===== config.mk =====
export PLATFORM = sky130hd
export DESIGN_NAME = alu_multicycle
export DESIGN_NICKNAME = d
export VERILOG_FILES = /design/src/rtl/alu_pkg.sv /design/src/rtl/alu_muldiv.sv /design/src/rtl/alu_multicycle.sv
export SDC_FILE = /design/constraint.sdc
export NUM_CORES = 1
export LEC_CHECK = 0
export CAP_MARGIN = 20
export CORE_UTILIZATION = 55
export CTS_CLUSTER_SIZE = 10
export DETAILED_ROUTE_END_ITERATION = 16
export GPL_ROUTABILITY_DRIVEN = 1
export PLACE_DENSITY = 0.77
export SYNTH_ARGS = -nofsm -noshare
export SYNTH_HDL_FRONTEND = slang
export SYNTH_SLANG_ARGS = --single-unit
export TNS_END_PERCENT = 5

===== constraint.sdc =====
create_clock -name clk -period 3.7 [get_ports clk]
set_input_delay 0.37 -clock clk [delete_from_list [all_inputs] [get_ports clk]]
set_output_delay 0.37 -clock clk [all_outputs]
set_load 0.01 [all_outputs]

===== src/rtl/alu_pkg.sv =====
// rtl/alu_pkg.sv - shared ALU operation codes and default operand width
package alu_pkg;

  localparam int ALU_WIDTH = 32;

  typedef enum logic [3:0] {
    OP_AND  = 4'b0000,
    OP_OR   = 4'b0001,
    OP_ADD  = 4'b0010,
    OP_XOR  = 4'b0011,
    OP_SUB  = 4'b0110,
    OP_SLTU = 4'b0111,
    OP_SLT  = 4'b1000,
    OP_MULU = 4'b1001,
    OP_DIVU = 4'b1010,
    OP_NOTA = 4'b1100
  } alu_op_t;

  function automatic logic is_iterative(input logic [3:0] op);
    return (op == OP_MULU) || (op == OP_DIVU);
  endfunction

endpackage


===== src/rtl/alu_muldiv.sv =====
// rtl/alu_muldiv.sv - iterative unsigned shift-add multiply / restoring divide
// acc_next_o is the state after the current step; the top captures it on the last step.
module alu_muldiv
  import alu_pkg::*;
#(
  parameter int WIDTH = ALU_WIDTH
) (
  input  logic               clk,
  input  logic               reset,
  input  logic               load_i,
  input  logic               step_i,
  input  logic               is_div_i,
  input  logic [WIDTH-1:0]   a_i,
  input  logic [WIDTH-1:0]   b_i,
  output logic               last_o,
  output logic [2*WIDTH-1:0] acc_next_o
);

  localparam int CW = $clog2(WIDTH);

  logic [CW-1:0]      cnt_q;
  logic               is_div_q;
  logic [WIDTH-1:0]   opnd_q;
  logic [2*WIDTH-1:0] acc_q;

  logic [WIDTH-1:0]   hi, lo;
  logic [WIDTH:0]     mul_sum;
  logic [WIDTH:0]     div_shift;
  logic [WIDTH-1:0]   div_diff;
  logic               div_ge;

  assign hi     = acc_q[2*WIDTH-1:WIDTH];
  assign lo     = acc_q[WIDTH-1:0];
  assign last_o = (cnt_q == CW'(WIDTH - 1));

  // Mul: hi accumulates, lo holds the multiplier shifting out. Div: hi is the
  // partial remainder, lo shifts dividend bits out and quotient bits in.
  always_comb begin
    mul_sum   = {1'b0, hi} + (lo[0] ? {1'b0, opnd_q} : '0);
    div_shift = {hi, lo[WIDTH-1]};
    div_ge    = (div_shift >= {1'b0, opnd_q});
    div_diff  = div_shift[WIDTH-1:0] - opnd_q;
    if (is_div_q) begin
      acc_next_o = {(div_ge ? div_diff : div_shift[WIDTH-1:0]), lo[WIDTH-2:0], div_ge};
    end else begin
      acc_next_o = {mul_sum, lo[WIDTH-1:1]};
    end
  end

  always_ff @(posedge clk) begin
    if (reset) begin
      cnt_q    <= '0;
      is_div_q <= 1'b0;
      opnd_q   <= '0;
      acc_q    <= '0;
    end else if (load_i) begin
      cnt_q    <= '0;
      is_div_q <= is_div_i;
      opnd_q   <= is_div_i ? b_i : a_i;
      acc_q    <= {{WIDTH{1'b0}}, (is_div_i ? a_i : b_i)};
    end else if (step_i) begin
      cnt_q    <= cnt_q + 1'b1;
      acc_q    <= acc_next_o;
    end
  end

endmodule


===== src/rtl/alu_multicycle.sv =====
// rtl/alu_multicycle.sv - ALU with single-cycle logic/arith ops and iterative MULU/DIVU
module alu_multicycle
  import alu_pkg::*;
#(
  parameter int WIDTH = ALU_WIDTH
) (
  input  logic             clk,
  input  logic             reset,
  input  logic             start,
  input  logic [WIDTH-1:0] a,
  input  logic [WIDTH-1:0] b,
  input  logic [3:0]       ctrl,
  output logic             busy,
  output logic             done,
  output logic [WIDTH-1:0] result,
  output logic [WIDTH-1:0] result_hi,
  output logic             zero
);

  typedef enum logic [1:0] {S_IDLE, S_BUSY, S_DONE} state_t;

  state_t             state_q;
  logic               busy_q, done_q, zero_q;
  logic [WIDTH-1:0]   result_q, result_hi_q;
  logic [WIDTH-1:0]   alu_d;
  logic               accept;
  logic               md_last;
  logic [2*WIDTH-1:0] md_next;

  assign accept    = start && (state_q != S_BUSY);
  assign busy      = busy_q;
  assign done      = done_q;
  assign result    = result_q;
  assign result_hi = result_hi_q;
  assign zero      = zero_q;

  always_comb begin
    alu_d = '0;
    case (alu_op_t'(ctrl))
      OP_AND:  alu_d = a & b;
      OP_OR:   alu_d = a | b;
      OP_ADD:  alu_d = a + b;
      OP_SUB:  alu_d = a - b;
      OP_XOR:  alu_d = a ^ b;
      OP_NOTA: alu_d = ~a;
      OP_SLTU: alu_d = {{(WIDTH-1){1'b0}}, (a < b)};
      OP_SLT:  alu_d = {{(WIDTH-1){1'b0}}, ($signed(a) < $signed(b))};
      default: alu_d = '0;
    endcase
  end

  alu_muldiv #(.WIDTH(WIDTH)) u_muldiv (
    .clk        (clk),
    .reset      (reset),
    .load_i     (accept && is_iterative(ctrl)),
    .step_i     (state_q == S_BUSY),
    .is_div_i   (ctrl == OP_DIVU),
    .a_i        (a),
    .b_i        (b),
    .last_o     (md_last),
    .acc_next_o (md_next)
  );

  always_ff @(posedge clk) begin
    if (reset) begin
      state_q     <= S_IDLE;
      busy_q      <= 1'b0;
      done_q      <= 1'b0;
      result_q    <= '0;
      result_hi_q <= '0;
      zero_q      <= 1'b1;
    end else begin
      case (state_q)
        S_BUSY: begin
          if (md_last) begin
            state_q     <= S_DONE;
            busy_q      <= 1'b0;
            done_q      <= 1'b1;
            result_q    <= md_next[WIDTH-1:0];
            result_hi_q <= md_next[2*WIDTH-1:WIDTH];
            zero_q      <= (md_next[WIDTH-1:0] == '0);
          end
        end
        default: begin
          // IDLE and DONE both accept; DONE with start gives back-to-back results.
          if (start && is_iterative(ctrl)) begin
            state_q <= S_BUSY;
            busy_q  <= 1'b1;
            done_q  <= 1'b0;
          end else if (start) begin
            state_q     <= S_DONE;
            done_q      <= 1'b1;
            result_q    <= alu_d;
            result_hi_q <= '0;
            zero_q      <= (alu_d == '0);
          end else begin
            state_q <= S_IDLE;
            done_q  <= 1'b0;
          end
        end
      endcase
    end
  end

endmodule


==> results.json, run 1 <==
{
  "die_x_um": 180,
  "finalCriticalPeriod_ns": 3.87,
  "cts_tree": "done",
  "synth.distinct_cells": 91,
  "synth_commonest_cells": "nor2_1, a21oi_1, nand2_1, ha_1, dfxtp_1",
  "power_density_nw_per_um2": 281,
  "min_from": "reset",
  "io_buffers": 137,
  "worstPathArrival_ns": 4.25,
  "hp-class": "primary input to flip-flop",
  "max_freq_ghz": 0.258,
  "total_power_mw": 6.91,
  "setup_viol": 2,
  "grt_pass1_wl_mm": 116,
  "ir_worst_vdd_v": 0.000359,
  "clk_pin_slew_worst_paths_ns": 0.08,
  "row_count": 64,
  "grtUsageTotal": 0.452,
  "yosys.area.top_type": "dfxtp_1",
  "slew_headroom": 0.233,
  "cp-end-kind": "flip-flop",
  "syn-instance-count": 2398,
  "cp-start-kind": "primary input",
  "r2r-end": "zero",
  "hold_viol": 0,
  "synthesis.nets": 2647,
  "grt_max_degree": 105,
  "nets": 3212,
  "drt_iter0_drc": 2653,
  "async_flop_share": 0,
  "die_area_um2": 32400,
  "r2r_start": "u_muldiv.cnt_q[0]",
  "via_count": 21800,
  "synth_most_common_cell": "nor2_1",
  "finClkSkew_ns": 0.0129,
  "drtPass1Iterations": 7,
  "num_antenna_cells": 0,
  "initial_core_util": 0.564,
  "syn-cell-area_um2": 17400,
  "clockRootBuffer": "clkbuf_16",
  "grt_overflow": 0,
  "critPathMaxFanout": 3,
  "rsz0062_at_grt": "yes",
  "synth_top_area_frac": 0.195,
  "synthFlopType": "dfxtp_1",
  "htreeDepth": 4,
  "reg2reg_slack_ns": 0.06,
  "crit_start": "a[1]",
  "status": "finished with violations",
  "total_leakage_power_nw": 10.7,
  "routed_wl_mm": 75.2,
  "drtAntennaViolNets": 0,
  "slowest_delay_ns": 0.50,
  "tns_ns": -0.288,
  "path_cells": "buf_6 -> inv_2 -> buf_6 -> fa_2 -> or2_4 -> a211oi_4 -> o21a_1 -> o21ai_0 -> a211oi_2 -> o2111ai_4 -> nor4_4 -> buf_4 -> nand4_1 -> or4_1 -> or4_4 -> o31ai_2",
  "worstRegToRegCells": 15,
  "cts_made_buffers": 17,
  "cts.sinks": 170,
  "first_global_vias": 21000,
  "dp_hpwl_mm": 56.8,
  "crit_path_end": "zero",
  "synth_edf_count": 0,
  "ys_seq_elements": 170,
  "period_share": 1.05,
  "crit_top_cell": "buf_6",
  "drc": 0,
  "worst_pin_slew_ns": 1.15,
  "drv_slew": 0,
  "avgRoutedWirePerCell_um": 22.3,
  "cpMaxStageDelayCell": "or4_4",
  "via_per_inst": 6.45,
  "avgSynthCellArea_um2": 7.27,
  "core_area_um2": 30900,
  "cts.path.max_buffers": 2,
  "maxCapViolations": 0,
  "violations": "negative setup slack",
  "die_h_um": 180,
  "hold_buffers": 0,
  "drive_above_1_share": 0.280,
  "syn2layout_area_growth_pct": 41.0,
  "ys_top_cells_by_area": "dfxtp_1, ha_1, a21oi_1",
  "crit_type": "primary input to flip-flop",
  "ys_seq_area_frac": 0.195,
  "gp_congestion": 1.03,
  "antenna_found_initial": 2,
  "insertion_delay_ns": 0.46,
  "ios": 138,
  "fin_ws_ns": -0.174,
  "worstPathRequired_ns": 4.07,
  "yosysWarnings": 0
}
state kept, by name, summed over array words and instances, names as in the netlist:
| name | flops |
|---|---|
| u_muldiv.acc_q | 64 |
| result | 32 |
| zero | 1 |
| u_muldiv.is_div_q | 1 |
| busy | 1 |
| u_muldiv.opnd_q | 32 |
| state_q | 2 |
| result_hi | 32 |
| u_muldiv.cnt_q | 5 |
power breakdown:
group | internal (mW) | total (mW) | switching (mW) | leakage [nW]
Sequential | 1.88 | 1.93 | 0.0502 | 1.38
Clock | 0.965 | 1.85 | 0.887 | 0.291
Combinational | 1.44 | 3.13 | 1.69 | 9.07
Total | 4.29 | 6.91 | 2.62 | 10.7
worst min-delay path by stage:
stage	endpoint	cells after the start
4_1_cts	u_muldiv.acc_q[31]	2
2_1_floorplan	u_muldiv.cnt_q[4]	2
6_report	u_muldiv.acc_q[31]	2
3_3_place_gp	result_hi[17]	2
5_1_grt	u_muldiv.acc_q[31]	2
3_5_place_dp	result_hi[27]	2
placed cells by master (no fill, tap or decap), types with 21 or more instances in the layout:
| cell type | Yosys | layout |
|---|---|---|
| xnor2_1 | 43 | 43 |
| nand4_1 | 25 | 25 |
| dfxtp_1 | 170 | 168 |
| nand3_1 | 48 | 44 |
| inv_1 | 146 | 108 |
| and2_1 | 49 | 49 |
| ha_4 | 0 | 21 |
| a21o_1 | 45 | 45 |
| a21oi_1 | 244 | 222 |
| dlygate4sd2_1 | 0 | 22 |
| buf_6 | 1 | 21 |
| a211oi_1 | 69 | 57 |
| o21bai_1 | 23 | 21 |
| nand2_1 | 195 | 191 |
| clkdlybuf4s50_1 | 0 | 96 |
| o211ai_1 | 46 | 46 |
| o21ai_0 | 151 | 133 |
| buf_4 | 0 | 530 |
| mux2i_1 | 98 | 97 |
| o22ai_1 | 22 | 21 |
| nor2_1 | 265 | 255 |
| ha_1 | 174 | 147 |
| nor3_1 | 42 | 41 |
| inv_2 | 2 | 39 |
| a31oi_1 | 24 | 22 |
| nand2b_1 | 23 | 22 |
critical path: cells and delay by family:
kind                       cells  cell delay, ns
and+or+nand+nor                5            1.63
AOI/OAI and AO/OA              6            1.42
adders and majority gates      1            0.40
buffers and inverters          4            0.42
metal layers:
metal | part of all wire | global-route usage | up-vias
met5 | 0.00017 | 0 | -
met4 | 0.064 | 0.258 | 2
met3 | 0.10 | 0.0885 | 318
met2 | 0.44 | 0.728 | 1428
met1 | 0.39 | 0.564 | 10200
li1 | - | - | 9833
area by class of cell:
type / count / area (um^2)
Clock buffer: 17 / 425
Clock inverter: 15 / 170
Fill cell: 2137 / 6320
Inverter: 149 / 562
Multi-Input combinational cell: 1934 / 13900
Sequential cell: 170 / 3410
Tap cell: 396 / 495
Timing Repair Buffer: 691 / 5650
stage by stage:
step	hold slack, ns	cell area (um^2)	setup slack, ns	std cells	util
floorplan	0.441	17500	0.0124	2398	-
global placement	0.434	22500	-1.19	3269	0.728
detailed placement	0.441	22500	-1.17	3270	0.728
CTS	0.406	24200	-0.148	3360	0.784
global route	0.431	24600	-0.303	3372	0.795
finish	0.417	24600	-0.174	3372	0.795
kinds of logic (layout without fill, tap and decap cells):
kind of cell,count (synthesis),after routing,share of synthesized area
adder cells (fa/ha/maj),178,178,0.129
XOR/XNOR,59,59,0.0296
AO/OA/AOI/OAI,816,817,0.307
flip-flops,170,170,0.195
buffers and inverters,295,872,0.0652
AND/OR/NAND/NOR,771,771,0.210
multiplexers,109,109,0.0634
repair_timing:
item                                    4_1_cts  5_1_grt
pin swaps                                    69       39
setup buffers                                58       11
gates cloned                                  0        1
gates resized for setup                     227       73
endpoints found under the setup margin       29       69
No activity file was read; power rests on OpenSTA's default activity.
==> inputs of run 2 (changes only) <==
--- a/config.mk
+++ b/config.mk
@@ -10,7 +10,7 @@
 export CTS_CLUSTER_SIZE = 10
 export DETAILED_ROUTE_END_ITERATION = 16
 export GPL_ROUTABILITY_DRIVEN = 1
-export PLACE_DENSITY = 0.77
+export PLACE_DENSITY_LB_ADDON = 0.12
 export SYNTH_ARGS = -nofsm -noshare
 export SYNTH_HDL_FRONTEND = slang
 export SYNTH_SLANG_ARGS = --single-unit
==> results.json, run 2 (synthesized netlist as in run 1, its figures left out) <==
{
  "status": "finished with violations",
  "violations": "negative setup slack",
  "holdPathStages": 4,
  "worst-path-stages": 15,
  "via_per_inst": 6.47,
  "most-common-layout-cells": "buf_4, nor2_1, a21oi_1",
  "tns_ns": -0.140,
  "ios": 138,
  "nets": 3224,
  "path_buf_inv": 2,
  "power_density_nw_per_um2": 280,
  "total_leakage_power_nw": 10.8,
  "finalCriticalPeriod_ns": 3.82,
  "row_count": 64,
  "worstPathRequired_ns": 4.07,
  "drtPass1Iterations": 9,
  "cp-start-kind": "primary input",
  "cpMaxStageDelayCell": "or4_4",
  "crit_family": "simple AND/OR/NAND/NOR gates",
  "hold_buffers": 0,
  "initial_core_util": 0.564,
  "largest_reg_flops": 64,
  "dp_hpwl_mm": 57.4,
  "core_area_um2": 30900,
  "grt_max_degree": 72,
  "slew_headroom": 0.461,
  "drt_iter0_drc": 2677,
  "grtUsageTotal": 0.452,
  "drc": 0,
  "max_freq_ghz": 0.261,
  "p_comb_frac": 0.456,
  "layout_commonest_cell": "buf_4",
  "antenna_found_initial": 3,
  "hold_viol": 0,
  "drive_above_1_share": 0.287,
  "critPathMaxFanout": 3,
  "worstPathArrival_ns": 4.19,
  "cp-end-kind": "flip-flop",
  "ir_worst_vdd_v": 0.000322,
  "insertion_delay_ns": 0.45,
  "clk_pin_slew_worst_paths_ns": 0.07,
  "maxCapViolations": 0,
  "routed_wl_mm": 76.5,
  "first_global_vias": 20800,
  "dp_cells": 3270,
  "die_area_um2": 32400,
  "fin_ws_ns": -0.124,
  "cts_tree": "done",
  "avgRoutedWirePerCell_um": 22.6,
  "gp_congestion": 1.04,
  "hp-class": "primary input to flip-flop",
  "grt_pass1_wl_mm": 115,
  "drv_slew": 0,
  "die_h_um": 180,
  "path_cells": "buf_8 -> inv_1 -> ha_2 -> fa_2 -> or2_4 -> a211oi_4 -> o21a_1 -> o21ai_1 -> a211oi_2 -> o2111ai_4 -> nor4_4 -> nand4_1 -> or4_1 -> or4_4 -> o31ai_4",
  "worstRegToRegCells": 17,
  "setup_viol": 2,
  "io_buffers": 137,
  "clkPwrFrac": 0.264,
  "swShare": 0.377,
  "slowest_delay_ns": 0.52,
  "clockRootBuffer": "clkbuf_16",
  "seqPwrFrac": 0.279,
  "cts_made_buffers": 17,
  "final-instance-count-excl-fill": 3386,
  "cts.sinks": 170,
  "syn2layout_area_growth_pct": 42.4,
  "drtAntennaViolNets": 0,
  "crit_type": "primary input to flip-flop",
  "via_count": 21900,
  "rsz0062_at_grt": "yes",
  "p_int_mw": 4.33,
  "period_share": 1.03,
  "grt_overflow": 0,
  "regMostFlops": "u_muldiv.acc_q",
  "switchingPower_mw": 2.62,
  "final.fill_count": 2146,
  "worst_pin_slew_ns": 0.808,
  "cts.path.max_buffers": 2,
  "htreeDepth": 4,
  "die_x_um": 180,
  "finClkSkew_ns": 0.0148
}
run 2: final cells by class:
class	instances	area, um^2	area share
multi-input cells	1933	14000	0.564
repair buffers	704	5770	0.232
flip-flops and latches	170	3410	0.137
inverters	149	564	0.0227
well taps	396	495	0.0199
clock buffers	19	433	0.0174
clock inverters	13	154	0.00620
diodes	2	5.00	0.000201
run 2: worst min-delay path, delay by kind of cell:
| kind | cells | cell delay, ns |
|---|---|---|
| AO/OA/AOI/OAI | 2 | 0.19 |
| buffers and inverters | 2 | 0.24 |
run 2: final timing paths:
kind                     startpoint                  to  slack [ns]
hold / removal                 b[1]  u_muldiv.opnd_q[1]        0.41
setup / recovery               a[0]                zero       -0.12
hold reg to reg       result_hi[27]       result_hi[27]        0.46
setup reg to reg  u_muldiv.acc_q[0]  u_muldiv.acc_q[51]        0.01
run 2: layer usage:
metal  share of wire  vias to the layer above  routed length [um]  track usage
li1                -                     9869                   -            -
met1            0.38                    10100               29100        0.556
met2            0.44                     1518               33800        0.732
met3            0.11                      400                8470       0.0964
met4           0.067                        2                5150        0.256
met5         0.00018                        -                  14            0
run 2: repair_timing:
action / CTS / global route
gates resized for setup: 203 / 135
setup endpoints to repair: 33 / 67
endpoints found under the hold margin: 0 / 0
setup buffers: 54 / 32
pin swaps: 61 / 58
cloned: 0 / 0
run 2: power groups by stage:
stage | Sequential, mW | Combinational, mW | Clock, mW
3_3_place_gp | 1.97 | 2.62 | 0
3_5_place_dp | 1.98 | 2.66 | 0
2_1_floorplan | 1.97 | 1.37 | 0
4_1_cts | 1.94 | 2.88 | 1.82
6_report | 1.94 | 3.17 | 1.84
5_1_grt | 1.94 | 3.33 | 1.89
run 2: through the flow:
stage / hold WS, ns / util / setup WS, ns / total power, mW / area [um^2]
after floorplan: 0.441 / - / 0.0124 / 3.34 / 17500
after global placement: 0.434 / 0.728 / -1.30 / 4.60 / 22500
after detailed placement: 0.441 / 0.728 / -1.38 / 4.64 / 22500
after CTS: 0.433 / 0.780 / -0.158 / 6.64 / 24100
after global routing: 0.466 / 0.803 / -0.176 / 7.16 / 24800
final: 0.413 / 0.804 / -0.124 / 6.95 / 24800
